===== src/rtl/riscv_pkg.sv =====
// Constants shared by the fetch stage and the jump control unit.
package riscv_pkg;

  typedef enum logic [1:0] {
    PC_SEL_PLUS4  = 2'b00,
    PC_SEL_BRANCH = 2'b01,
    PC_SEL_JUMP   = 2'b10,
    PC_SEL_RSVD   = 2'b11
  } pc_sel_e;

  localparam logic [31:0] NOP_INSTR = 32'h0000_0013;

endpackage


===== src/rtl/fetch_skid_buf.sv =====
// One-entry hold buffer for an instruction that returns while the ID stage is stalled.
module fetch_skid_buf
  import riscv_pkg::*;
#(
  parameter int XLEN = 32
) (
  input  logic            clk,
  input  logic            rst,
  input  logic            clear,
  input  logic            load,
  input  logic            drain,
  input  logic [31:0]     in_instr,
  input  logic [XLEN-1:0] in_pc,
  output logic            hold_v,
  output logic [31:0]     hold_instr,
  output logic [XLEN-1:0] hold_pc
);

  // A redirect clears the entry even if a load or drain is requested in the same cycle.
  always_ff @(posedge clk or posedge rst) begin
    if (rst) begin
      hold_v     <= 1'b0;
      hold_instr <= NOP_INSTR;
      hold_pc    <= '0;
    end else if (clear) begin
      hold_v <= 1'b0;
    end else if (load) begin
      hold_v     <= 1'b1;
      hold_instr <= in_instr;
      hold_pc    <= in_pc;
    end else if (drain) begin
      hold_v <= 1'b0;
    end
  end

endmodule


===== src/rtl/if_fetch_stage.sv =====
// Instruction fetch: owns the PC, talks to instruction memory and fills the IF/ID register.
module if_fetch_stage
  import riscv_pkg::*;
#(
  parameter int              XLEN     = 32,
  parameter logic [XLEN-1:0] RESET_PC = '0
) (
  input  logic            clk,
  input  logic            rst,
  input  logic            stall,
  input  logic            flush,
  input  logic [1:0]      pc_sel,
  input  logic [XLEN-1:0] branch_target,
  input  logic [XLEN-1:0] jump_target,
  output logic            imem_req,
  output logic [XLEN-1:0] imem_addr,
  input  logic            imem_gnt,
  input  logic            imem_rvalid,
  input  logic [31:0]     imem_rdata,
  output logic            id_valid,
  output logic [31:0]     id_instr,
  output logic [XLEN-1:0] id_pc,
  output logic [XLEN-1:0] id_pc_plus4
);

  localparam logic [XLEN-1:0] PC_STEP    = XLEN'(4);
  localparam logic [XLEN-1:0] ALIGN_MASK = ~XLEN'(3);

  logic [XLEN-1:0] pc;
  logic [XLEN-1:0] req_pc;
  logic            os;
  logic            drop;

  logic            hold_v;
  logic [31:0]     hold_instr;
  logic [XLEN-1:0] hold_pc;

  logic            accept;
  logic            fire;
  logic            resp;
  logic            live;
  logic [31:0]     src_instr;
  logic [XLEN-1:0] src_pc;

  assign accept    = !stall && !flush;
  assign imem_req  = !rst && !flush && !hold_v && (!os || (imem_rvalid && accept));
  assign imem_addr = pc;
  assign fire      = imem_req && imem_gnt;
  assign resp      = os && imem_rvalid;
  assign live      = resp && !drop && !flush;
  assign src_instr = hold_v ? hold_instr : imem_rdata;
  assign src_pc    = hold_v ? hold_pc : req_pc;

  fetch_skid_buf #(
    .XLEN(XLEN)
  ) u_skid (
    .clk       (clk),
    .rst       (rst),
    .clear     (flush),
    .load      (live && stall),
    .drain     (hold_v && accept),
    .in_instr  (imem_rdata),
    .in_pc     (req_pc),
    .hold_v    (hold_v),
    .hold_instr(hold_instr),
    .hold_pc   (hold_pc)
  );

  // A fetch still outstanding at a redirect stays outstanding but is marked for dropping.
  always_ff @(posedge clk or posedge rst) begin
    if (rst) begin
      pc     <= RESET_PC;
      req_pc <= '0;
      os     <= 1'b0;
      drop   <= 1'b0;
    end else if (flush) begin
      os   <= os && !imem_rvalid;
      drop <= os && !imem_rvalid;
      case (pc_sel_e'(pc_sel))
        PC_SEL_BRANCH: pc <= branch_target & ALIGN_MASK;
        PC_SEL_JUMP:   pc <= jump_target & ALIGN_MASK;
        default:       pc <= pc;
      endcase
    end else begin
      if (fire) begin
        req_pc <= pc;
        pc     <= pc + PC_STEP;
        os     <= 1'b1;
      end else if (resp) begin
        os <= 1'b0;
      end
      if (resp) begin
        drop <= 1'b0;
      end
    end
  end

  // The hold buffer drains ahead of any fresh response; otherwise an idle accept is a bubble.
  always_ff @(posedge clk or posedge rst) begin
    if (rst) begin
      id_valid    <= 1'b0;
      id_instr    <= NOP_INSTR;
      id_pc       <= '0;
      id_pc_plus4 <= '0;
    end else if (flush) begin
      id_valid <= 1'b0;
    end else if (!stall) begin
      if (hold_v || live) begin
        id_valid    <= 1'b1;
        id_instr    <= src_instr;
        id_pc       <= src_pc;
        id_pc_plus4 <= src_pc + PC_STEP;
      end else begin
        id_valid <= 1'b0;
      end
    end
  end

endmodule


===== config.mk =====
export PLATFORM = sky130hd
export DESIGN_NAME = if_fetch_stage
export DESIGN_NICKNAME = d
export VERILOG_FILES = /design/src/rtl/riscv_pkg.sv /design/src/rtl/fetch_skid_buf.sv /design/src/rtl/if_fetch_stage.sv
export SDC_FILE = /design/constraint.sdc
export NUM_CORES = 1
export LEC_CHECK = 0
export CORE_ASPECT_RATIO = 0.7
export CORE_MARGIN = 3
export CORE_UTILIZATION = 45
export DETAILED_ROUTE_END_ITERATION = 8
export GPL_TIMING_DRIVEN = 0
export PLACE_DENSITY = 0.72
export SYNTH_ARGS = -nofsm -noshare
export SYNTH_HDL_FRONTEND = slang
export SYNTH_SLANG_ARGS = --single-unit

===== constraint.sdc =====
create_clock -name clk -period 10.4 [get_ports clk]
set_input_delay 2.6 -clock clk [delete_from_list [all_inputs] [get_ports clk]]
set_output_delay 2.6 -clock clk [all_outputs]
set_load 0.005 [all_outputs]

# Yosys cells after proc, flatten, opt, wreduce, memory -nomap -nowiden
# Index checks and enable logic that the tools add are counted.
[op_classes]
addsub = 2
eq_ne = 4
muxes = 15
bitwise = 2
reduce_logical = 29
[op_table]
columns = ["operator", "count"]
rows = [
  ["$mux 32", 4],
  ["$add 32x3->32 const B", 2],
  ["$pmux 32 s2", 1],
  ["$logic_and 1x1->1", 12],
  ["$mux 1", 10],
  ["$logic_not 1->1", 7],
  ["$reduce_and 2->1", 3],
  ["$reduce_bool 3->1", 2],
  ["$reduce_bool 2->1", 2],
  ["$ne 3x1->1 const B", 1],
  ["$reduce_and 3->1", 1],
  ["$eq 2x1->1 const B", 1],
  ["$eq 2x2->1 const B", 1],
  ["$logic_or 1x1->1", 2],
  ["$ne 2x1->1 const B", 1],
  ["$not 1->1", 2],
]
[word_totals]
reg_bits = 228
in_bits = 104

# Depth between registers and ports, before layout
# Gate-level depths: netlist (run 1).
[depth]
word_depth = 8
ltp_mapped = 13
ltp_nobuf = 7

# Cells and area by module
# From an unflattened synthesis (run 1), not the netlist that was laid out.
[unflattened]
cells_unflattened = 1095
hier_area_um2 = 11145.7
[by_module_without_submodules]
columns = ["module", "instances", "cells_per_inst", "area_each_um2", "seq_area_each_um2"]
rows = [
  ["if_fetch_stage", 1, 954, 8396.8, 3932.5],
  ["fetch_skid_buf", 1, 141, 2748.9, 1630.3],
]

# Least setup slack after synthesis (run 1)
# No wires, ideal clock.
[synth_timing]
path_kind = "input to output"
from = "input flush"
to = "output imem_req"
arrival_ns = 3.015
path_slack_ns = 4.785
path_stages = 2
path_cell_list = "nor3_1 -> o21a_1"
[synth_via]
elab_chain_len = 5
word_cells_on_any_way = 7
cone_classes = "7 x reduce/logical"
[synth_lines]
columns = ["item", "line_no", "rtl"]
rows = [
  ["start, declared", "if_fetch_stage.sv:11", "input logic flush,"],
  ["$logic_not 1->1 *", "if_fetch_stage.sv:45, if_fetch_stage.sv:46", ""],
  ["$logic_and 1x1->1", "if_fetch_stage.sv:45", "assign accept = !stall && !flush;"],
  ["$logic_and 1x1->1", "if_fetch_stage.sv:46", "assign imem_req = !rst && !flush && !hold_v && (!os || (imem_rvalid && accept));"],
  ["$logic_or 1x1->1", "if_fetch_stage.sv:46", ""],
  ["$logic_and 1x1->1 *", "if_fetch_stage.sv:46", ""],
  ["end, declared", "if_fetch_stage.sv:15", "output logic imem_req,"],
]
# Every way passes the cells marked *; elsewhere a longest branch is shown, timed or not.

# Worst setup path in the final report (run 1)
[layout_timing]
from = "input rst"
to = "output imem_req"
[layout_via]
elab_chain_len = 4
[layout_lines]
columns = ["item", "line_no", "rtl"]
rows = [
  ["start, declared", "if_fetch_stage.sv:9", "input logic rst,"],
  ["$logic_not 1->1 (no source line)", "-", ""],
  ["$logic_and 1x1->1 (3 in series)", "if_fetch_stage.sv:46", ""],
]
# Every way passes these cells.

==> impl_metrics.prom, run 1 <==
# TYPE chip_impl_metric gauge
chip_impl_metric{name="via_count_of_the_first_global_routing_pass",unit=""} 9138
chip_impl_metric{name="worst_ir_drop_vdd",unit="V"} 0.000120
chip_impl_info{name="reg2reg_from",value="u_skid.hold_v"} 1
chip_impl_metric{name="netlist.area_leader.share",unit="%"} 50.1
chip_impl_metric{name="postSynthAreaPerCell",unit="um2"} 9.86
chip_impl_metric{name="drt.antenna.violating_nets",unit=""} 0
chip_impl_metric{name="synth_compound_gate_area_share",unit="%"} 13.6
chip_impl_metric{name="synth-xor-area-share",unit="%"} 1.41
chip_impl_metric{name="synth.area.mux_share",unit="%"} 12.8
chip_impl_metric{name="syn_to_final_growth",unit="%"} 31.5
chip_impl_metric{name="pre_cts_slack",unit="ns"} 3.69
chip_impl_metric{name="design.portCount",unit=""} 234
chip_impl_metric{name="final-instance-count-excl-fill",unit=""} 1651
chip_impl_metric{name="floorplan.die_area",unit="um2"} 25500
chip_impl_metric{name="post_route_cells_drive_above_1_share",unit="%"} 10.2
chip_impl_metric{name="global_route.usage.total",unit="%"} 24.7
chip_impl_metric{name="postLayoutCellArea",unit="um2"} 13900
chip_impl_info{name="yosys-top-cells-area",value="sky130_fd_sc_hd__dfrtp_1 50%, sky130_fd_sc_hd__nand2_1 8.8%, sky130_fd_sc_hd__mux2_2 7.0%"} 1
chip_impl_metric{name="ys_seq_elements",unit=""} 218
chip_impl_metric{name="yosysSeqAreaShare",unit="%"} 51.6
chip_impl_info{name="grt_setup_unrepaired",value="no"} 1
chip_impl_metric{name="clock_input_transition_at_the_sequential_cells_of_the_worst_setup_and_hold_paths",unit="ns"} 0.06
chip_impl_metric{name="setup-tns-final",unit="ns"} 0
chip_impl_info{name="outcome",value="complete, no violations"} 1
chip_impl_metric{name="holdWs",unit="ns"} 0.476
chip_impl_info{name="path_delay_family",value="buffers and inverters"} 1
chip_impl_metric{name="grt_first_pass_wirelength",unit="mm"} 50.3
chip_impl_info{name="worstSetupPathType",value="input port to primary output"} 1
chip_impl_metric{name="cp.buffers_inverters",unit=""} 2
chip_impl_metric{name="fmax",unit="MHz"} 149
chip_impl_metric{name="finalSetupViolCount",unit=""} 0
chip_impl_metric{name="num_antenna_cells",unit=""} 0
chip_impl_metric{name="final.setup_skew",unit="ns"} 0.0138
chip_impl_metric{name="netlist-cell-type-count",unit=""} 64
chip_impl_metric{name="initial_util",unit="%"} 46.3
chip_impl_metric{name="worst_path_largest_cell_delay",unit="ns"} 0.51
chip_impl_metric{name="critPathRequiredTime",unit="ns"} 7.80
chip_impl_info{name="master_of_the_slowest_instance_on_the_critical_path",value="sky130_fd_sc_hd__clkdlybuf4s50_1"} 1
chip_impl_metric{name="route.vias.total",unit=""} 9322
chip_impl_metric{name="cts_post_setup_buffers_inserted",unit=""} 0
chip_impl_metric{name="final_period_minus_worst_setup_slack",unit="ns"} 6.71
chip_impl_info{name="mostFrequentLayoutCell",value="sky130_fd_sc_hd__nand2_1"} 1
chip_impl_metric{name="grt_start_max_net_pins",unit=""} 125
chip_impl_metric{name="die-height",unit="um"} 134
chip_impl_metric{name="placed_cell_area",unit="um2"} 13300
chip_impl_metric{name="synth_enable_flop_cells",unit=""} 0
chip_impl_metric{name="postCtsHoldBufs",unit=""} 0
chip_impl_metric{name="timing_hold_violations_final",unit=""} 0
chip_impl_metric{name="die_w",unit="um"} 189
chip_impl_metric{name="core_area",unit="um2"} 22900
chip_impl_metric{name="antenna_found_initial",unit=""} 1
chip_impl_info{name="worst_hold_startpoint",value="id_pc[18]"} 1
chip_impl_metric{name="post-dp-hpwl",unit="mm"} 23.9
chip_impl_metric{name="period_share",unit="%"} 64.5
chip_impl_metric{name="detail_route.wl_per_cell",unit="um"} 19.6
chip_impl_info{name="critical_path.startpoint_type",value="input port"} 1
chip_impl_metric{name="synth-adder-area-share",unit="%"} 0.236
chip_impl_metric{name="clock_insertion_delay_worst_skew",unit="ns"} 0.51
chip_impl_metric{name="synth_simple_gate_area_share",unit="%"} 17.0
chip_impl_metric{name="power.static_leakage",unit="nW"} 5.95
chip_impl_info{name="worst_path_most_repeated_cell",value="sky130_fd_sc_hd__clkdlybuf4s50_1"} 1
chip_impl_metric{name="async_reset_ff_share",unit="%"} 100
chip_impl_metric{name="gp_congestion",unit=""} 0.966
chip_impl_metric{name="synth_warnings",unit=""} 0
chip_impl_metric{name="slew_violations",unit=""} 0
chip_impl_metric{name="port_buffers",unit=""} 223
chip_impl_info{name="cts_root_buf",value="sky130_fd_sc_hd__clkbuf_16"} 1
chip_impl_metric{name="dpl.cell_count",unit=""} 1616
chip_impl_info{name="dominantRegCellSynth",value="sky130_fd_sc_hd__dfrtp_1"} 1
chip_impl_metric{name="vias_per_cell",unit=""} 5.65
chip_impl_metric{name="worst-slew-pin-transition",unit="ns"} 1.18
chip_impl_metric{name="syn_area",unit="um2"} 10600
chip_impl_metric{name="drt_first_pass_iters",unit=""} 5
chip_impl_info{name="tritoncts",value="built"} 1
chip_impl_metric{name="critical_path_arrival",unit="ns"} 4.11
chip_impl_metric{name="cts.htree.levels",unit=""} 1
chip_impl_metric{name="clockBufferDepth",unit=""} 3
chip_impl_info{name="dominant_combinational_cell_family_by_area_after_synthesis",value="simple AND/OR/NAND/NOR gates"} 1
chip_impl_info{name="crit_path_end_kind",value="primary output"} 1
chip_impl_metric{name="power_per_cell_area",unit="nW/um2"} 207
chip_impl_metric{name="std_cell_rows",unit=""} 46
chip_impl_metric{name="postLayoutSetupSlackWorst",unit="ns"} 3.69
chip_impl_metric{name="cts.sink_count",unit=""} 218
chip_impl_info{name="mostFrequentLayoutCells",value="247 x sky130_fd_sc_hd__nand2_1, 223 x sky130_fd_sc_hd__clkdlybuf4s50_1, 212 x sky130_fd_sc_hd__dfrtp_1, 108 x sky130_fd_sc_hd__o21ai_0, 66 x sky130_fd_sc_hd__mux2_2"} 1
chip_impl_metric{name="critical_path_peak_fanout",unit=""} 3
chip_impl_metric{name="post-route-drc-count",unit=""} 0
chip_impl_metric{name="design.final.nets",unit=""} 1434
chip_impl_metric{name="max-cap-violations",unit=""} 0
chip_impl_metric{name="cts_resized",unit=""} 0
chip_impl_metric{name="cts_buffers",unit=""} 22
chip_impl_metric{name="global_route.overflow_total",unit=""} 0
chip_impl_info{name="hold_path_class",value="flip-flop to flip-flop"} 1
chip_impl_metric{name="routed_wirelength",unit="mm"} 32.4
chip_impl_info{name="critical_path_cell_sequence",value="clkdlybuf4s50_1 > nor3_1 > o21a_1 > clkdlybuf4s50_1"} 1
chip_impl_info{name="library_cell_occupying_the_most_area_in_the_post_synthesis_netlist",value="sky130_fd_sc_hd__dfrtp_1"} 1
chip_impl_info{name="critPathLaunch",value="rst"} 1
chip_impl_metric{name="dr.first_iter.drc_count",unit=""} 799
chip_impl_metric{name="synthesis.instances",unit=""} 1075
chip_impl_metric{name="max_slew_margin",unit="%"} 20.6
[worst reg2reg max path, stage by stage (launching register included)]
cell,delay [ns]
sky130_fd_sc_hd__dfrtp_1,0.42
sky130_fd_sc_hd__buf_6,0.18
sky130_fd_sc_hd__buf_6,0.17
sky130_fd_sc_hd__buf_4,0.22
sky130_fd_sc_hd__buf_4,0.25
sky130_fd_sc_hd__buf_2,0.39
sky130_fd_sc_hd__mux2_2,0.25
sky130_fd_sc_hd__ha_1,0.33
sky130_fd_sc_hd__nand4b_1,0.19
sky130_fd_sc_hd__a22oi_1,0.37
sky130_fd_sc_hd__nand4_1,0.39
sky130_fd_sc_hd__clkbuf_1,0.34
sky130_fd_sc_hd__o21ai_0,0.23
sky130_fd_sc_hd__o311ai_0,0.17
[report_power, final]
part / leakage (nW) / internal, mW / switching (mW) / total [mW]
Sequential: 2.78 / 1.11 / 0.225 / 1.33
Clock: 0.328 / 0.421 / 0.326 / 0.747
Combinational: 2.84 / 0.471 / 0.337 / 0.808
Total: 5.95 / 2.00 / 0.888 / 2.89
[worst paths after layout]
path / to / slack, ns / cells after the start
min in group asynchronous: imem_addr[18] / 2.64 / 2
setup reg to reg: id_pc_plus4[24] / 6.35 / 13
hold / removal: id_pc[18] / 0.48 / 1
hold reg to reg: id_pc[18] / 0.48 / 1
max in group asynchronous: id_instr[10] / 6.70 / 3
setup / recovery: imem_req / 3.69 / 4
[cell usage after synthesis, types with 10 or more instances]
| cell | number |
|---|---|
| sky130_fd_sc_hd__nand2_1 | 247 |
| sky130_fd_sc_hd__dfrtp_1 | 212 |
| sky130_fd_sc_hd__o21ai_0 | 108 |
| sky130_fd_sc_hd__mux2_2 | 66 |
| sky130_fd_sc_hd__mux2i_1 | 61 |
| sky130_fd_sc_hd__clkbuf_1 | 46 |
| sky130_fd_sc_hd__nor2_1 | 37 |
| sky130_fd_sc_hd__nand3_1 | 36 |
| sky130_fd_sc_hd__a21oi_1 | 33 |
| sky130_fd_sc_hd__a21o_1 | 14 |
| sky130_fd_sc_hd__nand4_1 | 14 |
| sky130_fd_sc_hd__xnor2_1 | 14 |
| sky130_fd_sc_hd__buf_2 | 12 |
| sky130_fd_sc_hd__nor3_1 | 10 |
| sky130_fd_sc_hd__o22ai_1 | 10 |
[stage by stage]
| step | total power, mW | util [%] |
|---|---|---|
| after CTS | 2.91 | 60.8 |
| final | 2.89 | 60.8 |
| after detailed placement | 2.15 | 57.9 |
| after global placement | 2.12 | 57.8 |
| after floorplan | 1.64 | - |
| after global routing | 3.05 | 60.8 |
[layout make-up]
| class | instances | area, um2 |
|---|---|---|
| plain buffers | 72 | 334 |
| clock buffers | 29 | 628 |
| clock inverters | 6 | 32.5 |
| fillers | 1996 | 8970 |
| inverters | 6 | 30.0 |
| multi-input cells | 784 | 4790 |
| flip-flops and latches | 218 | 5460 |
| well taps | 312 | 390 |
| repair buffers | 224 | 2260 |
[metal layers]
metal | track usage (%) | up-vias | part of all wire (%)
met3 | 6.69 | 52 | 8.9
li1 | - | 4283 | -
met1 | 36.8 | 4577 | 46
met5 | 0 | - | 0.031
met2 | 36.9 | 408 | 43
met4 | 3.98 | 2 | 1.7
[cell families (layout without fill, tap and decap cells)]
family          count (synthesis)  after routing
compound gates                233            233
xor+xnor                       17             17
fa+ha+maj                       2              2
buf+inv                        78            337
flops                         218            218
mux                           127            127
other cells                     1              6
simple gates                  399            399
[state kept, by name (all words and copies together), names as in the netlist, 30 cells and up]
name,flops
id_pc,30
id_pc_plus4,30
u_skid.hold_instr,32
u_skid.hold_pc,30
id_instr,32
imem_addr,30
req_pc,30
No activity file was read; power rests on OpenSTA's default activity.
==> run 2: changes to the inputs <==
- clock period: 10.4 -> 6.65 ns (I/O delays scaled with it)
==> run 2 against run 1 <==
  * Total power is 60% higher
  * Clock skew fell by 0.00055 ns
  * Non-clock buffer count up 4
  * Worst setup slack got worse by 1.8 ns
  * Count of clock-buffer cells in the layout increased by 8
  * Worst hold slack improved by 0.0010 ns
  * Global-route usage is 0.15 points higher
  * Core utilization grew 0.68 points
  * Via count up 1.0%
  * Cell area grew 1.1%
  * Critical endpoint unchanged
  * Highest routed layer is now met4
==> impl_metrics.prom, run 2 (synthesis results as in run 1) <==
# TYPE chip_impl_metric gauge
chip_impl_info{name="outcome",value="complete, no violations"} 1
chip_impl_metric{name="post-route-drc-count",unit=""} 0
chip_impl_metric{name="cts.sink_count",unit=""} 218
chip_impl_metric{name="detail_route.wl_per_cell",unit="um"} 19.5
chip_impl_metric{name="drt_first_pass_iters",unit=""} 5
chip_impl_metric{name="grt_start_max_net_pins",unit=""} 43
chip_impl_metric{name="num_antenna_cells",unit=""} 0
chip_impl_metric{name="post_route_cells_drive_above_1_share",unit="%"} 10.6
chip_impl_metric{name="floorplan.die_area",unit="um2"} 25500
chip_impl_metric{name="syn_to_final_growth",unit="%"} 33.0
chip_impl_metric{name="design.final.nets",unit=""} 1439
chip_impl_metric{name="antenna_found_initial",unit=""} 0
chip_impl_metric{name="routed_wirelength",unit="mm"} 32.4
chip_impl_metric{name="slew_violations",unit=""} 0
chip_impl_metric{name="critical_path_arrival",unit="ns"} 3.10
chip_impl_metric{name="gr-usage-met2",unit="%"} 37.4
chip_impl_metric{name="core_area",unit="um2"} 22900
chip_impl_metric{name="port_buffers",unit=""} 223
chip_impl_metric{name="route.vias.total",unit=""} 9419
chip_impl_metric{name="setup-tns-final",unit="ns"} 0
chip_impl_metric{name="finalSetupViolCount",unit=""} 0
chip_impl_metric{name="design.portCount",unit=""} 234
chip_impl_metric{name="final.setup_skew",unit="ns"} 0.0133
chip_impl_info{name="master_of_the_slowest_instance_on_the_critical_path",value="sky130_fd_sc_hd__clkdlybuf4s50_1"} 1
chip_impl_metric{name="die_w",unit="um"} 189
chip_impl_info{name="grt_setup_unrepaired",value="no"} 1
chip_impl_info{name="crit_path_end_kind",value="primary output"} 1
chip_impl_metric{name="fmax",unit="MHz"} 210
chip_impl_info{name="critical_path.startpoint_type",value="input port"} 1
chip_impl_metric{name="cts.htree.levels",unit=""} 1
chip_impl_info{name="cts_root_buf",value="sky130_fd_sc_hd__clkbuf_16"} 1
chip_impl_metric{name="final_period_minus_worst_setup_slack",unit="ns"} 4.76
chip_impl_metric{name="critical_path_peak_fanout",unit=""} 3
chip_impl_metric{name="drt.antenna.violating_nets",unit=""} 0
chip_impl_metric{name="postCtsHoldBufs",unit=""} 0
chip_impl_info{name="worst_hold_startpoint",value="id_pc[22]"} 1
chip_impl_metric{name="max_slew_margin",unit="%"} 23.3
chip_impl_metric{name="r2r_slack",unit="ns"} 2.67
chip_impl_metric{name="critPathRequiredTime",unit="ns"} 4.99
chip_impl_info{name="critPathLaunch",value="flush"} 1
chip_impl_metric{name="die-height",unit="um"} 134
chip_impl_metric{name="global_route.overflow_total",unit=""} 0
chip_impl_metric{name="clock_input_transition_at_the_sequential_cells_of_the_worst_setup_and_hold_paths",unit="ns"} 0.06
chip_impl_metric{name="dpl.cell_count",unit=""} 1620
chip_impl_metric{name="fillerInstances",unit=""} 1968
chip_impl_metric{name="power.static_leakage",unit="nW"} 6.02
chip_impl_metric{name="gr-usage-met1",unit="%"} 37.2
chip_impl_info{name="worst_path_most_repeated_cell",value="sky130_fd_sc_hd__clkdlybuf4s50_1"} 1
chip_impl_info{name="tritoncts",value="built"} 1
chip_impl_metric{name="cts_post_setup_buffers_inserted",unit=""} 0
chip_impl_metric{name="final-instance-count-excl-fill",unit=""} 1660
chip_impl_info{name="worstSetupPathType",value="input port to primary output"} 1
chip_impl_info{name="mostFrequentLayoutCells",value="247 x sky130_fd_sc_hd__nand2_1, 223 x sky130_fd_sc_hd__clkdlybuf4s50_1, 212 x sky130_fd_sc_hd__dfrtp_1, 108 x sky130_fd_sc_hd__o21ai_0, 66 x sky130_fd_sc_hd__mux2_2"} 1
chip_impl_info{name="reg2reg_from",value="u_skid.hold_v"} 1
chip_impl_metric{name="post-dp-hpwl",unit="mm"} 24.3
chip_impl_metric{name="worst_ir_drop_vdd",unit="V"} 0.000180
chip_impl_info{name="critical_path_cell_sequence",value="clkdlybuf4s50_1 > nor3_1 > o21a_1 > clkdlybuf4s50_1"} 1
chip_impl_metric{name="vias_per_cell",unit=""} 5.67
chip_impl_metric{name="clockBufferDepth",unit=""} 3
chip_impl_metric{name="via_count_of_the_first_global_routing_pass",unit=""} 9185
chip_impl_metric{name="gp_congestion",unit=""} 0.950
chip_impl_metric{name="max-cap-violations",unit=""} 0
chip_impl_metric{name="groute.layer.met3.usage",unit="%"} 6.35
chip_impl_metric{name="dr.first_iter.drc_count",unit=""} 901
chip_impl_metric{name="period_share",unit="%"} 71.6
chip_impl_metric{name="worst_path_largest_cell_delay",unit="ns"} 0.50
chip_impl_info{name="mostFrequentLayoutCell",value="sky130_fd_sc_hd__nand2_1"} 1
chip_impl_metric{name="initial_util",unit="%"} 46.3
chip_impl_metric{name="cts_resized",unit=""} 0
chip_impl_metric{name="grt_first_pass_wirelength",unit="mm"} 50.7
chip_impl_info{name="globalRoute.busiestLayer",value="met2"} 1
chip_impl_metric{name="cts_buffers",unit=""} 23
chip_impl_metric{name="global_route.usage.total",unit="%"} 24.8
chip_impl_metric{name="power_per_cell_area",unit="nW/um2"} 329
chip_impl_info{name="reg.largest.list",value="id_instr (32), u_skid.hold_instr (32)"} 1
chip_impl_metric{name="timing_hold_violations_final",unit=""} 0
chip_impl_metric{name="std_cell_rows",unit=""} 46
chip_impl_metric{name="worst-slew-pin-transition",unit="ns"} 1.14
chip_impl_metric{name="clock_insertion_delay_worst_skew",unit="ns"} 0.51
chip_impl_info{name="hold_path_class",value="flip-flop to flip-flop"} 1
==> run 2: per-layer routing <==
layer	vias up	wire, um
met5	-	0
met4	0	508
met3	45	2820
met2	386	14200
met1	4678	14900
li1	4310	-
==> run 2: report_power, final <==
group / internal [mW] / switching [mW]
combinational: 0.741 / 0.528
clock: 0.762 / 0.517
sequential: 1.74 / 0.353
==> run 2: critical path, delay by kind of cell <==
family	cells	cell delay (ns)
and+or+nand+nor	1	0.32
AOI/OAI and AO/OA	1	0.17
buffers and inverters	2	0.95
==> run 2: worst paths after layout <==
check	to	cells past startpoint
max	imem_req	4
min reg2reg	id_pc[22]	1
min in group asynchronous	imem_addr[18]	2
max reg2reg	id_pc_plus4[30]	12
min	id_pc[22]	1
max in group asynchronous	id_instr[28]	5
==> run 2: per-stage QoR <==
step / hold slack (ns) / power [mW] / util, % / cell area [um2] / worst slack (ns)
after floorplan: 0.458 / 2.56 / - / 10600 / 2.15
after global placement: 0.461 / 3.31 / 57.8 / 13200 / 0.405
after detailed placement: 0.465 / 3.36 / 58.2 / 13300 / 1.89
after CTS: 0.478 / 4.66 / 61.5 / 14100 / 1.89
after global routing: 0.511 / 4.89 / 61.5 / 14100 / 1.83
final: 0.477 / 4.64 / 61.5 / 14100 / 1.89
==> run 2: layout make-up <==
| class | instances | area [um2] | share of cell area, % |
|---|---|---|---|
| Sequential cell | 218 | 5460 | 38.8 |
| Multi-Input combinational cell | 784 | 4790 | 34.0 |
| Timing Repair Buffer | 228 | 2330 | 16.6 |
| Clock buffer | 37 | 708 | 5.03 |
| Tap cell | 312 | 390 | 2.77 |
| Buffer | 72 | 334 | 2.37 |
| Clock inverter | 3 | 40.0 | 0.284 |
| Inverter | 6 | 26.3 | 0.187 |
